--- config.mk ---
export PLATFORM = sky130hd
export DESIGN_NAME = div_ctrl_hilo_flat
export DESIGN_NICKNAME = d
export VERILOG_FILES = /design/src/rtl/div_ctrl_hilo_if.sv /design/src/rtl/div_ctrl_hilo.sv /design/src/flat_wrapper.sv
export SDC_FILE = /design/constraint.sdc
export NUM_CORES = 1
export LEC_CHECK = 0
export BUFFER_PORTS_ARGS = -buffer_cell sky130_fd_sc_hd__buf_4
export CAP_MARGIN = 20
export CORE_UTILIZATION = 47
export DETAILED_ROUTE_END_ITERATION = 10
export PLACE_DENSITY = 0.87
export SLEW_MARGIN = 20
export SYNTH_ARGS = -nofsm -noshare
export SYNTH_HDL_FRONTEND = slang
export SYNTH_SLANG_ARGS = --single-unit
export TNS_END_PERCENT = 30
--- constraint.sdc ---
create_clock -name Clk -period 1.85 [get_ports Clk]
set_input_delay 0.37 -clock Clk [delete_from_list [all_inputs] [get_ports Clk]]
set_output_delay 0.37 -clock Clk [all_outputs]
set_load 0.01 [all_outputs]
--- src/rtl/div_ctrl_hilo_if.sv ---
// Request, HI/LO result and divider handshake bundle
// shared by div_ctrl_hilo and its environment.
interface div_ctrl_hilo_if;
    logic        DivOp;
    logic        DivSigned;
    logic [31:0] A;
    logic [31:0] B;
    logic        iniciar;
    logic        sinal;
    logic [31:0] Dvdendo;
    logic [31:0] Divsor;
    logic [31:0] quociente;
    logic [31:0] resto;
    logic        dividindo;
    logic [31:0] Hi;
    logic [31:0] Lo;
    logic        Busy;
    logic        Done;
    logic        DivZero;
    logic        DivErr;

    modport master (
        input  DivOp, DivSigned, A, B,
        input  quociente, resto, dividindo,
        output iniciar, sinal, Dvdendo, Divsor,
        output Hi, Lo, Busy, Done, DivZero, DivErr
    );

    modport slave (
        output DivOp, DivSigned, A, B,
        output quociente, resto, dividindo,
        input  iniciar, sinal, Dvdendo, Divsor,
        input  Hi, Lo, Busy, Done, DivZero, DivErr
    );
endinterface

--- src/rtl/div_ctrl_hilo.sv ---
// DIV/DIVU control in front of the unsigned restoring divider:
// magnitude conversion, start/busy handshake, sign fix-up into HI/LO.
module div_ctrl_hilo #(
    parameter int MINWAIT = 2,
    parameter int MAXWAIT = 48
) (
    input logic             Clk,
    input logic             Reset,
    div_ctrl_hilo_if.master bus
);
    localparam int CW = $clog2(MAXWAIT + 1);

    typedef enum logic [2:0] {
        IDLE,
        ZERO,
        LOAD,
        RUN,
        DONE,
        ERR
    } state_t;

    state_t        state;
    state_t        state_nxt;
    logic [CW-1:0] wait_cnt;
    logic          neg_quo;
    logic          neg_rem;
    logic [31:0]   dvd_q;
    logic [31:0]   dvs_q;
    logic [31:0]   hi_q;
    logic [31:0]   lo_q;
    logic [31:0]   dvd_mag;
    logic [31:0]   dvs_mag;
    logic          accept;
    logic          finish;
    logic          timeout;

    always_comb begin
        dvd_mag = bus.A;
        dvs_mag = bus.B;
        if (bus.DivSigned && bus.A[31])
            dvd_mag = ~bus.A + 32'd1;
        if (bus.DivSigned && bus.B[31])
            dvs_mag = ~bus.B + 32'd1;
        accept  = bus.DivOp && (bus.B != 32'd0);
        // early dividindo=0 is stale from the previous run
        finish  = (int'(wait_cnt) >= MINWAIT) && !bus.dividindo;
        timeout = (int'(wait_cnt) == MAXWAIT - 1);
    end

    always_comb begin
        state_nxt = state;
        unique case (state)
            IDLE: begin
                if (bus.DivOp)
                    state_nxt = accept ? LOAD : ZERO;
            end
            ZERO: state_nxt = IDLE;
            LOAD: state_nxt = RUN;
            RUN: begin
                if (finish)
                    state_nxt = DONE;
                else if (timeout)
                    state_nxt = ERR;
            end
            DONE: state_nxt = IDLE;
            ERR:  state_nxt = IDLE;
            default: state_nxt = IDLE;
        endcase
    end

    always_ff @(posedge Clk or negedge Reset) begin
        if (!Reset) begin
            state    <= IDLE;
            wait_cnt <= '0;
            neg_quo  <= 1'b0;
            neg_rem  <= 1'b0;
            dvd_q    <= 32'd0;
            dvs_q    <= 32'd0;
            hi_q     <= 32'd0;
            lo_q     <= 32'd0;
        end else begin
            state <= state_nxt;
            if (state == IDLE && accept) begin
                neg_quo <= bus.DivSigned & (bus.A[31] ^ bus.B[31]);
                neg_rem <= bus.DivSigned & bus.A[31];
                dvd_q   <= dvd_mag;
                dvs_q   <= dvs_mag;
            end
            if (state == LOAD)
                wait_cnt <= '0;
            else if (state == RUN)
                wait_cnt <= wait_cnt + CW'(1);
            if (state == RUN && finish) begin
                lo_q <= neg_quo ? ~bus.quociente + 32'd1
                                : bus.quociente;
                hi_q <= neg_rem ? ~bus.resto + 32'd1
                                : bus.resto;
            end
        end
    end

    assign bus.iniciar = (state == RUN);
    assign bus.sinal   = 1'b0;
    assign bus.Dvdendo = dvd_q;
    assign bus.Divsor  = dvs_q;
    assign bus.Hi      = hi_q;
    assign bus.Lo      = lo_q;
    assign bus.Busy    = (state == LOAD) || (state == RUN)
                      || (state == DONE);
    assign bus.Done    = (state == DONE);
    assign bus.DivZero = (state == ZERO);
    assign bus.DivErr  = (state == ERR);
endmodule

--- src/flat_wrapper.sv ---
// flat-port wrapper written by rule: the top's interface ports become plain ports
module div_ctrl_hilo_flat 
#(
    parameter int MINWAIT = 2,
    parameter int MAXWAIT = 48
)
  (Clk, Reset, bus_DivOp, bus_DivSigned, bus_A, bus_B, bus_quociente, bus_resto, bus_dividindo, bus_iniciar, bus_sinal, bus_Dvdendo, bus_Divsor, bus_Hi, bus_Lo, bus_Busy, bus_Done, bus_DivZero, bus_DivErr);
  div_ctrl_hilo_if bus_i ();
  input logic Clk;
  input logic Reset;
  input wire logic [$bits(bus_i.DivOp)-1:0] bus_DivOp;
  input wire logic [$bits(bus_i.DivSigned)-1:0] bus_DivSigned;
  input wire logic [$bits(bus_i.A)-1:0] bus_A;
  input wire logic [$bits(bus_i.B)-1:0] bus_B;
  input wire logic [$bits(bus_i.quociente)-1:0] bus_quociente;
  input wire logic [$bits(bus_i.resto)-1:0] bus_resto;
  input wire logic [$bits(bus_i.dividindo)-1:0] bus_dividindo;
  output wire logic [$bits(bus_i.iniciar)-1:0] bus_iniciar;
  output wire logic [$bits(bus_i.sinal)-1:0] bus_sinal;
  output wire logic [$bits(bus_i.Dvdendo)-1:0] bus_Dvdendo;
  output wire logic [$bits(bus_i.Divsor)-1:0] bus_Divsor;
  output wire logic [$bits(bus_i.Hi)-1:0] bus_Hi;
  output wire logic [$bits(bus_i.Lo)-1:0] bus_Lo;
  output wire logic [$bits(bus_i.Busy)-1:0] bus_Busy;
  output wire logic [$bits(bus_i.Done)-1:0] bus_Done;
  output wire logic [$bits(bus_i.DivZero)-1:0] bus_DivZero;
  output wire logic [$bits(bus_i.DivErr)-1:0] bus_DivErr;
  assign bus_i.DivOp = bus_DivOp;
  assign bus_i.DivSigned = bus_DivSigned;
  assign bus_i.A = bus_A;
  assign bus_i.B = bus_B;
  assign bus_i.quociente = bus_quociente;
  assign bus_i.resto = bus_resto;
  assign bus_i.dividindo = bus_dividindo;
  assign bus_iniciar = bus_i.iniciar;
  assign bus_sinal = bus_i.sinal;
  assign bus_Dvdendo = bus_i.Dvdendo;
  assign bus_Divsor = bus_i.Divsor;
  assign bus_Hi = bus_i.Hi;
  assign bus_Lo = bus_i.Lo;
  assign bus_Busy = bus_i.Busy;
  assign bus_Done = bus_i.Done;
  assign bus_DivZero = bus_i.DivZero;
  assign bus_DivErr = bus_i.DivErr;
  div_ctrl_hilo #(.MINWAIT(MINWAIT), .MAXWAIT(MAXWAIT)) u_core (.Clk(Clk), .Reset(Reset), .bus(bus_i));
endmodule
==> out/metrics.yaml <==
num_vias: 9264
cts_root_buffer: "clkbuf_16"
cp_max_fo: 7
final.setup.worst_slack_ns: -0.152
grt_antenna_before_repair: 0
worstPathRequired_ns: 2.15
syn2layout_area_growth_pct: 57.4
vias_per_cell: 5.93
drt-pass1-iter-count: 5
yosys_warnings: 0
dp_hpwl_mm: 21.2
synth_cells: 913
postLayoutCellArea_sq_mm: 0.0129
clkPwrFrac_pct: 21.9
startpoint_type: "input port"
clock_latency_ns: 0.43
slew_headroom_pct: 61.0
cts-buffers-inserted: 17
p_leak_uw: 0.00588
rsz0062_at_grt: "yes"
drt-wirelength-per-cell_um: 20.2
rows: 47
setup_viol: 24
pre_cts_ws_ns: -0.573
async_flop_share_pct: 100
htreeDepth: 4
p_sw_share_pct: 38.1
grt_pass1_wl_mm: 46.2
netlist_area_sq_mm: 0.00822
io_pins: 267
path_class: "input port to flip-flop"
cts.clk_slew.worst_paths_ns: 0.07
powerDensity_mw_per_mm2: 1340
startpoint: "bus_quociente[0]"
cap_viol_max_count: 0
endpoint_kind: "flip-flop"
cts_tree: "done"
synth_cell_type_count: 61
violations: "setup timing"
drive_gt1_share_pct: 42.2
portBuffers: 265
synth_area_per_cell_sq_um: 9.01
grt-ovfl-total: 0
synth_nets: 1052
synth_seq_cells: 139
synth-edff-count: 0
grt_max_degree: 49
netlist_top_cells_area: "dfrtp_1 (42%), o21ai_0 (10%), xor2_1 (6.3%)"
n_fill_cell: 1021
die_x_um: 134
synth_top_cell_area_share_pct: 42.3
post_dp_cell_area_sq_mm: 0.0119
post-route-min-period_ns: 2.00
ant_nets: 0
drt-total-wl_mm: 31.5
ys_seq_area_share_pct: 42.3
gp_congestion: 0.913
worstMarginPinSlew_ns: 0.586
power_uw: 17400
grt.total_usage_pct: 32.6
fin_hold_ws_ns: 0.231
internal-power_uw: 10800
hp-class: "input port to flip-flop"
crit_arrival_ns: 2.30
peakVddDrop_mv: 0.834
core_area_sq_mm: 0.0168
cts_sinks: 139
first_global_vias: 9097
combPwrFrac_pct: 47.1
drc_errors: 0
clock.fmax_mhz: 499
synth_top_flop_cell: "dfrtp_1"
r2r_start: "u_core.wait_cnt[2]"
switchingPower_uw: 6630
fin_crit_sh_pct: 108
dieArea_sq_mm: 0.0180
nets: 1468
synth.largest_area_cell: "dfrtp_1"
pwr-share-seq_pct: 31.0
clk_path_buf_depth: 2
min-delay-start: "bus_quociente[20]"
finalHoldViolCount: 0
first_iter_violations: 868
status: "complete, but fails checks"
finClkSkew_ns: 0.00705
start_util_pct: 48.9
diodes: 0
die_h_um: 134
final_max_slew_viol_count: 0
path summary, 6_finish.rpt:
path | endpoint | slack (ns) | depth (start not counted)
setup / recovery | u_core.bus.Lo[31] | -0.15 | 7
hold / removal | u_core.bus.Lo[20] | 0.23 | 3
setup reg to reg | u_core.bus.Lo[7] | 0.06 | 5
hold reg to reg | u_core.bus.Hi[28] | 0.49 | 2
max in group asynchronous | u_core.bus.Dvdendo[29] | 0.85 | 3
min in group asynchronous | u_core.bus.Hi[20] | 0.42 | 2
power groups by stage:
| stage | sequential [uW] | clock (uW) | combinational, uW |
|---|---|---|---|
| global placement | 5280 | 0 | 7190 |
| floorplan | 5790 | 0 | 3160 |
| global route | 5520 | 3930 | 8800 |
| detailed placement | 5340 | 0 | 7510 |
| CTS | 5330 | 3810 | 7680 |
| finish | 5390 | 3820 | 8200 |
critical path, stage by stage:
cell     delay (ns)
buf_6          0.11
buf_4          0.13
or4_4          0.43
or3b_4         0.51
o41ai_4        0.42
xor2_1         0.22
o21ai_0        0.11
synth_stat cells (all sizes together) (7+ instances only):
library cell	n
o41ai	21
nor4	14
clkbuf	40
dfrtp	139
o21ai	175
mux2	15
mux2i	7
nand3	7
xnor2	55
buf	16
a21oi	28
or3	15
o31ai	28
inv	31
nand2	91
a31oi	18
xor2	59
nor2	46
or4	13
nor3	27
final cells by class:
class	count	area (sq um)	share of cell area [%]
well taps	220	275	2.13
clock buffers	18	429	3.32
flip-flops and latches	139	3480	26.9
clock inverters	14	220	1.70
multi-input cells	690	4880	37.7
repair buffers	450	3520	27.2
inverters	31	134	1.03
metrics by stage:
stage               TNS [ns]  util, %  instances
finish                 -1.32     76.9       1562
global route           -2.46     76.9       1562
CTS                   -0.329     75.2       1555
detailed placement    -45.11     70.6       1520
global placement      -39.45     70.6       1520
floorplan             -15.24        -        913
cell families after synthesis:
| kind of cell | count (synthesis) | synth area share (%) |
|---|---|---|
| mux | 22 | 3.18 |
| simple gates | 251 | 15.7 |
| fa+ha+maj | 6 | 0.913 |
| other cells | 1 | 0.0456 |
| flops | 139 | 42.3 |
| buf+inv | 87 | 4.47 |
| compound gates | 293 | 21.3 |
| xor+xnor | 114 | 12.1 |
registers in the layout (all words and copies together) (netlist names):
name	flops
u_core.bus.Dvdendo	32
u_core.bus.Divsor	32
u_core.state	3
u_core.bus.Lo	32
u_core.neg_rem	1
u_core.neg_quo	1
u_core.bus.Hi	32
u_core.wait_cnt	6
timing repair:
action	CTS	global route
pin swaps	8	14
endpoints found under the hold margin	34	0
gates cloned	1	2
endpoints found under the setup margin	42	94
setup buffers	1	5
resized for setup	19	47
hold buffers	1	0
placed cells by master, fill, tap and decap left out, types with 6 or more instances in the layout:
master,instances
buf_4,428
o21ai_0,147
dfrtp_1,139
nand2_1,90
xor2_1,59
xnor2_1,55
nor2_1,44
inv_1,28
a21oi_1,28
nor3_1,27
o21ai_1,27
a31oi_1,18
clkbuf_16,17
or3_1,14
o31ai_1,14
buf_6,14
o31ai_4,9
mux2_2,9
or4_4,8
nor4_1,8
o41ai_2,8
mux2i_1,7
nand3_1,7
o41ai_4,7
buf_12,7
nand3b_1,6
mux2_4,6
o41ai_1,6
layer usage:
layer	routed length, um	track usage (%)	vias to the layer above
li1	-	-	4132
met1	11400	38.2	4427
met2	15900	57.4	581
met3	3000	6.95	124
met4	1200	14.6	0
met5	0	0	-
No activity file was read; power rests on OpenSTA's default activity.
